File: config.mk
export PLATFORM = sky130hd
export DESIGN_NAME = sprite_fetch
export DESIGN_NICKNAME = d
export VERILOG_FILES = /design/src/rtl/sprite_fetch.sv
export SDC_FILE = /design/constraint.sdc
export NUM_CORES = 1
export LEC_CHECK = 0
export CAP_MARGIN = 20
export CORE_MARGIN = 2
export CORE_UTILIZATION = 41
export DETAILED_ROUTE_END_ITERATION = 8
export PLACE_DENSITY = 0.67
export SETUP_SLACK_MARGIN = 0.02
export SLEW_MARGIN = 20
export SYNTH_ARGS = -nofsm -noshare
export SYNTH_HDL_FRONTEND = slang
export SYNTH_SLANG_ARGS = --single-unit
export TNS_END_PERCENT = 1
File: constraint.sdc
create_clock -name clk -period 5.2 [get_ports clk]
set_clock_uncertainty 0.1 [all_clocks]
set_input_delay 1.56 -clock clk [delete_from_list [all_inputs] [get_ports clk]]
set_output_delay 1.56 -clock clk [all_outputs]
set_load 0.01 [all_outputs]
File: src/rtl/sprite_fetch.sv
// Sprite fetch: tracks the raster against a latched sprite position, forms the
// sprite ROM address (animation frame + integer scaling) and aligns the ROM
// word with a registered display flag two pixel ticks after the raster sample.
module sprite_fetch #(
    parameter int SPR_W       = 32,
    parameter int SPR_H       = 32,
    parameter int SCALE_SHIFT = 1,
    parameter int NUM_FRAMES  = 4,
    parameter int FRAME_DIV   = 8,
    parameter int H_ACTIVE    = 640,
    parameter int V_ACTIVE    = 480,
    parameter int ADDR_W      = $clog2(NUM_FRAMES*SPR_W*SPR_H)
) (
    input  logic              clk,
    input  logic              rst_n,
    input  logic              pix_en,
    input  logic [9:0]        hcount,
    input  logic [9:0]        vcount,
    input  logic              video_on,
    input  logic [9:0]        pos_x,
    input  logic [9:0]        pos_y,
    input  logic              pos_wr,
    input  logic              anim_en,
    output logic [ADDR_W-1:0] rom_addr,
    input  logic [15:0]       rom_data,
    output logic [15:0]       sprite,
    output logic              display
);

    localparam int BOX_W = SPR_W << SCALE_SHIFT;
    localparam int BOX_H = SPR_H << SCALE_SHIFT;
    localparam int MAX_X = H_ACTIVE - BOX_W;
    localparam int MAX_Y = V_ACTIVE - BOX_H;
    localparam int FRM_W = (NUM_FRAMES > 1) ? $clog2(NUM_FRAMES) : 1;
    localparam int DIV_W = (FRAME_DIV > 1) ? $clog2(FRAME_DIV) : 1;

    logic [9:0]        act_x_q, act_x_d, act_y_q, act_y_d;
    logic [9:0]        pend_x_q, pend_x_d, pend_y_q, pend_y_d;
    logic              pend_vld_q, pend_vld_d;
    logic [FRM_W-1:0]  frame_q, frame_d;
    logic [DIV_W-1:0]  div_q, div_d;
    logic [ADDR_W-1:0] rom_addr_q, rom_addr_d;
    logic              s1_valid_q, s1_valid_d;
    logic [15:0]       sprite_q, sprite_d;
    logic              display_q, display_d;

    logic              frame_start;
    logic [10:0]       dx, dy, col, row;
    logic              in_box;
    logic [ADDR_W-1:0] addr_calc;

    // Raster-relative offsets, box test and ROM address for the current pixel.
    // The 11-bit subtraction lets a raster left of / above the sprite underflow
    // to a large value, which the explicit >= compares also reject.
    always_comb begin
        dx        = {1'b0, hcount} - {1'b0, act_x_q};
        dy        = {1'b0, vcount} - {1'b0, act_y_q};
        col       = dx >> SCALE_SHIFT;
        row       = dy >> SCALE_SHIFT;
        in_box    = video_on
                    && (hcount >= act_x_q) && (dx < 11'(BOX_W))
                    && (vcount >= act_y_q) && (dy < 11'(BOX_H));
        addr_calc = ADDR_W'(frame_q) * ADDR_W'(SPR_W * SPR_H)
                    + ADDR_W'(row) * ADDR_W'(SPR_W)
                    + ADDR_W'(col);
    end

    // Next-state: position capture/apply, animation stepping, two-stage pixel pipe.
    always_comb begin
        act_x_d    = act_x_q;
        act_y_d    = act_y_q;
        pend_x_d   = pend_x_q;
        pend_y_d   = pend_y_q;
        pend_vld_d = pend_vld_q;
        frame_d    = frame_q;
        div_d      = div_q;
        rom_addr_d = rom_addr_q;
        s1_valid_d = s1_valid_q;
        sprite_d   = sprite_q;
        display_d  = display_q;

        frame_start = pix_en && (vcount == 10'(V_ACTIVE)) && (hcount == 10'd0);

        if (frame_start) begin
            if (pend_vld_q) begin
                act_x_d    = pend_x_q;
                act_y_d    = pend_y_q;
                pend_vld_d = 1'b0;
            end
            if (anim_en) begin
                if (div_q == DIV_W'(FRAME_DIV - 1)) begin
                    div_d   = '0;
                    frame_d = (frame_q == FRM_W'(NUM_FRAMES - 1)) ? '0 : frame_q + FRM_W'(1);
                end else begin
                    div_d = div_q + DIV_W'(1);
                end
            end
        end

        // A write coinciding with frame start lands after the copy above, so it
        // stays pending until the following frame start.
        if (pos_wr) begin
            pend_x_d   = (pos_x > 10'(MAX_X)) ? 10'(MAX_X) : pos_x;
            pend_y_d   = (pos_y > 10'(MAX_Y)) ? 10'(MAX_Y) : pos_y;
            pend_vld_d = 1'b1;
        end

        if (pix_en) begin
            rom_addr_d = in_box ? addr_calc : '0;
            s1_valid_d = in_box;
            sprite_d   = s1_valid_q ? rom_data : 16'h0000;
            display_d  = s1_valid_q;
        end
    end

    // State registers with synchronous active-low reset.
    always_ff @(posedge clk) begin
        if (!rst_n) begin
            act_x_q    <= '0;
            act_y_q    <= '0;
            pend_x_q   <= '0;
            pend_y_q   <= '0;
            pend_vld_q <= 1'b0;
            frame_q    <= '0;
            div_q      <= '0;
            rom_addr_q <= '0;
            s1_valid_q <= 1'b0;
            sprite_q   <= '0;
            display_q  <= 1'b0;
        end else begin
            act_x_q    <= act_x_d;
            act_y_q    <= act_y_d;
            pend_x_q   <= pend_x_d;
            pend_y_q   <= pend_y_d;
            pend_vld_q <= pend_vld_d;
            frame_q    <= frame_d;
            div_q      <= div_d;
            rom_addr_q <= rom_addr_d;
            s1_valid_q <= s1_valid_d;
            sprite_q   <= sprite_d;
            display_q  <= display_d;
        end
    end

    assign rom_addr = rom_addr_q;
    assign sprite   = sprite_q;
    assign display  = display_q;

endmodule

* After elaboration in Yosys (flattened, before gate mapping)
Cells that the tools add are included.
** Storage, ports and cells
- Register bits :: 76
- Word-level logic and storage cells :: 45
** Cells by class
- Add/sub/neg operators :: 6
- $lt $le $gt $ge :: 6
- Equal/unequal tests :: 3
- Mux-type cells :: 8
- Reduce and logical (&&, ||, !) cells :: 11
** Operators by type and width (number)
- $lt A11 B7 Y1 const B :: 2
- $sub A10 B10 Y11 :: 2
- $ge A10 B10 Y1 :: 2
- $mux W10 :: 2
- $mux W16 :: 1
- $add A12 B10 Y12 :: 1
- $add A12 B12 Y12 :: 1
- $mux W12 :: 1
- $eq A10 B9 Y1 const B :: 1
- $gt A10 B10 Y1 const B :: 1
- $gt A10 B9 Y1 const B :: 1
- $logic_not A10 Y1 :: 1
- $logic_and A1 B1 Y1 :: 6
- $reduce_and A2 Y1 :: 2
- $add A3 B1 Y3 const B :: 1
- $eq A3 B3 Y1 const B :: 1
- $mux W3 :: 1
- $reduce_and A3 Y1 :: 1
- $add A2 B1 Y2 const B :: 1
- $eq A2 B2 Y1 const B :: 1
- $mux W1 :: 2
- $mux W2 :: 1
- $reduce_bool A2 Y1 :: 1

* Depth between registers and ports, before layout
- Depth in word-level cells :: 6
- Gate-level depth with buffers :: 19

* Least setup slack after synthesis
No wires, ideal clock.
- Path kind :: input to register
- From :: in hcount[0]
- To :: reg rom_addr_q[11] (netlist: rom_addr[11])
- Library setup time :: 0.114 ns
- Arrival time :: 4.565 ns
- Slack :: 0.421 ns
- Stages :: 19
- Path buffers :: 0
- Cell sequence :: inv_1 > ha_1 > inv_1 > fa_1 > a211oi_1 > o21bai_1 > a21oi_1 > xor2_1 > inv_1 > ha_1 > fa_1 > a21o_1 > a21oi_1 > o21bai_1 > a21oi_1 > xnor2_1 > xnor2_1 > a21oi_2 > nor2b_2
** Between the ends
- Cells in the longest elaborated chain, start to end :: 6
- Elaborated cells on any way between the ends :: 9
** Ends and longest elaborated chain
- start, declared :: RTL line 17 : input logic [9:0] hcount,
- $sub A10 B10 Y11 or $ge A10 B10 Y1 (tied branches) :: RTL line 56, 61
- $lt A11 B7 Y1 or $logic_and A1 B1 Y1 (tied branches) :: RTL line 61 : && (hcount >= act_x_q) && (dx < 11'(BOX_W))
- $logic_and A1 B1 Y1 :: RTL line 61
- $logic_and A1 B1 Y1 (2 in a row) :: RTL line 62 : && (vcount >= act_y_q) && (dy < 11'(BOX_H));
- $mux W12 (*) :: RTL line 109 : rom_addr_d = in_box ? addr_calc : '0;
- end signal, assigned :: RTL line 138 : rom_addr_q <= rom_addr_d;
- end, declared :: RTL line 42 : logic [ADDR_W-1:0] rom_addr_q, rom_addr_d;
Every way passes the cells marked *; elsewhere a longest branch is shown, timed or not.
A chain may end at the register's enable or synchronous reset.

* Worst setup path in the final report
Ends and elaborated chain as after synthesis.

==> metrics.md <==
| Metric | Value |
|---|---|
| Internal power | roughly 0.97 mW |
| Main synth FF type | dfxtp_1 |
| FF/Latch Area | about 0.0015 mm^2 |
| Critical Path Source Type | input pin |
| Synth top area share | between 30% and 40% |
| Slew margin rel. | 42.97% |
| Fin. Hold Viols | 0 |
| Syn Std Cell Area | 0.004283 mm^2 |
| Required time of the critical path | around 5.4 ns |
| Post-route ant nets | 0 |
| Synth Area in Adders | 9.874% |
| Synth Instances | 499 |
| Syn avg cell area | 8.583 um^2 |
| Drt first-iter violations | 147 |
| Rows | 37 |
| Layout Cells excl Fill | ~730 |
| Drt pass-1 iters | 4 |
| Setup Crit Path Kind | in -> reg |
| Slew Limit Fails | 0 |
| Slew @ Worst Pin | 0.8536 ns |
| Period minus WS final | 4.976 ns |
| Clk Latency, worst-skew pair | approximately 0.35 ns |
| Synth warnings | 0 |
| Syn_nets | 593 |
| Hold crit path type | reg -> reg |
| Area grow syn2layout | 29.56% |
| Tot Pwr | 1.279 mW |
| Post-synthesis mux area share | 0.9349% |
| Peak VDD IR | around 0.13 mV |
| EDFF count, synth | 0 |
| CP arrival | 5.17 ns |
| Post-Place Cell Area | 0.005328 mm^2 |
| Final hold slack | 0.3622 ns |
| Die W | 106.2 um |
| Clk sinks | 76 |
| Worst-case clock buffer depth | 2 |
| GPL Wtd Cong | between 0.8 and 0.9 |
| Post-synthesis cell type count | between 50 and 60 |
| Io pins | 91 |
| Leakage | 2.012 nW |
| CP Capture Type | flip-flop |
| Run status | finished, final reports clean |
| GR Util All Layers | 16.78% |
| Vias in the first global route | 3404 |
| H-tree Lvls | 3 |
| Layout Cell Area excl Fill | 0.005549 mm^2 |
| Top cell type by total area after synthesis | dfxtp_1 |
| First-pass GRT wire length | 15230 um |
| Sw frac | 24.34% |
| DRC viols | 0 |
| Area of the multi-input gates | about 0.0026 mm^2 |
| Placed cells | between 700 and 800 |
| Place WS | -0.2089 ns |
| # setup viols final | 0 |
| Clock Tree Root | clkbuf_8 |
| Detail Placement HPWL | 7135 um |
| Routed len/inst | around 13 um |
| FMAX | about 200 MHz |
| Final setup margin | 0.2238 ns |
| Filler cells | 985 |
| Seq/Total Area, Yosys | approximately 36% |
| Seq pwr share | 46.4% |
| Synth Area in Compound Gates | about 23% |
| Clock power frac | 36.8% |
| FF+latch count, synth | 76 |
| Simple-Gate Fraction of Synth Area | 23.25% |
| Share of layout cells above drive strength 1 | ~8.8% |
| Top post-synthesis cells by area | dfxtp_1 36%, nor2b_1 9.6%, ha_1 8.5% |
| Post-Synth XOR/XNOR Area | 2.863% |
| Ant. Diodes | 0 |
| Final nets | a little under 700 |
| Ys async rst share | 0% |
| Largest net degree at the start of global routing | between 60 and 70 |
| Core area | 0.01023 mm^2 |
| Final worst-path cycle share | 95.70% |
| Total number of vias | 3635 |
| RSZ-0062 raised after global routing | no |
| Initial antenna violation count | 0 |
| Die area | about 0.011 mm^2 |
| Total gr overflow | 0 |
| PD cells | 230.6 mW/mm^2 |
| Largest fanout on the critical path | 2 |
| Net Switching | 0.3115 mW |
| CTS tree | built |
| Die height | around 110 um |
| Combinational family with the most area after synthesis | simple AND/OR/NAND/NOR gates |
| Max cap viols | 0 |
| IO Port Bufs | 90 |
| Vias/cell | 4.993 |
| Initial core utilization | 41.86% |
| WL final | between 9000 and 10000 um |
| Worst-path clk slew | about 0.08 ns |
| Total CTS buffers | 9 |
| Combinational share of power | 16.8% |
## critical path, stage by stage
cell	delay, ns
clkdlybuf4s50_1	0.48
inv_1	0.09
ha_1	0.16
inv_1	0.06
fa_2	0.35
a211oi_2	0.19
o21bai_1	0.12
a21oi_1	0.17
xor2_1	0.22
inv_1	0.07
ha_1	0.23
fa_1	0.39
a21o_1	0.19
a21oi_2	0.15
o21bai_1	0.08
a21oi_1	0.17
xnor2_1	0.15
xnor2_1	0.16
a21oi_2	0.08
nor2b_2	0.10
## path summary, 6_finish.rpt
| check | start | endpoint | slack, ns | cells after the start |
|---|---|---|---|---|
| worst max-delay path | hcount[0] | rom_addr[11] | 0.22 | 20 |
| worst min-delay path | pend_x_q[8] | act_x_q[8] | 0.36 | 2 |
| worst min register to register | pend_x_q[8] | act_x_q[8] | 0.36 | 2 |
| worst max register to register | act_x_q[0] | rom_addr[11] | 1.68 | 18 |
## what timing repair did
| action | 4_1_cts | 5_1_grt |
|---|---|---|
| gates resized for setup | 0 | 3 |
| hold buffers | 0 | 0 |
| endpoints found under the setup margin | 0 | 2 |
| buffers inserted | 0 | 1 |
## kinds of logic (layout without fill, tap and decap cells)
| logic type | Yosys count | after routing |
|---|---|---|
| flops | 76 | 76 |
| compound gates | 140 | 140 |
| simple gates | 180 | 180 |
| buf+inv | 53 | 146 |
| xor+xnor | 14 | 14 |
| mux | 4 | 4 |
| fa+ha+maj | 32 | 32 |
## cells in the final DEF (no fill, tap or decap), types with 3 or more instances in the layout
cell,n
a21o_1,3
clkbuf_8,9
nand2_1,49
nor2b_1,66
a21oi_2,9
o21ai_0,16
nand2b_1,4
xnor2_1,9
inv_1,32
o211ai_1,4
ha_1,29
dfxtp_1,76
nor2_1,16
and2_1,6
a211oi_2,3
o21bai_1,4
clkdlybuf4s50_1,90
xor2_1,5
nor3_1,8
a21oi_1,41
a21boi_0,20
mux2i_1,4
o21a_1,7
nor3b_1,3
nand3_1,5
a22o_1,12
nor4_1,3
buf_4,10
nor2b_2,8
## Yosys cell counts, types with 3 or more instances
master    number
a211oi_1       3
xnor2_1        9
nor2_1        16
dfxtp_1       76
clkbuf_1      19
o21ai_0       16
nand2_1       49
nor4_1         3
xor2_1         5
nand2b_1       4
nand3_1        5
nor2b_2        8
mux2i_1        4
and2_1         6
o21a_1         7
a21o_1         3
a21oi_2        8
fa_1           3
nor2b_1       66
a21oi_1       42
nor3b_1        3
o211ai_1       4
ha_1          29
inv_1         32
o21bai_1       4
a21boi_0      20
nor3_1         8
a22o_1        12
## sequential cells by signal (all words and copies together), names as in the netlist
register / count
rom_addr: 12
div_q: 3
sprite: 16
act_x_q: 10
frame_q: 2
pend_x_q: 10
s1_valid_q: 1
pend_vld_q: 1
act_y_q: 10
display: 1
pend_y_q: 10
## routing by layer
metal	wire length, um	global-route usage [%]	vias up
met5	0	0	-
met2	4576	30.31	86
met1	4161	19.29	1629
li1	-	-	1905
met4	121	6.579	0
met3	498	3.433	15
## layout make-up
type	instances	share of cell area, %
clock buffers	9	2.232
clock inverters	5	1.421
inverters	32	2.165
multi-input cells	370	46.11
flip-flops and latches	76	27.42
well taps	136	3.067
repair buffers	100	17.59
## through the flow
| step | setup TNS, ns | utilization [%] |
|---|---|---|
| floorplan | 0 | - |
| global placement | -0.1448 | 52.07 |
| detailed placement | -0.2301 | 52.07 |
| CTS | 0 | 54.05 |
| global route | 0 | 54.24 |
| finish | 0 | 54.24 |
## power by group through the flow
stage | clock [mW] | sequential, mW | combinational [mW]
global placement | 0 | 0.607 | 0.209
floorplan | 0 | 0.606 | 0.125
finish | 0.471 | 0.593 | 0.215
detailed placement | 0 | 0.607 | 0.212
CTS | 0.487 | 0.593 | 0.213
global route | 0.509 | 0.594 | 0.237
Note: power is estimated with default switching activity, not from simulation.
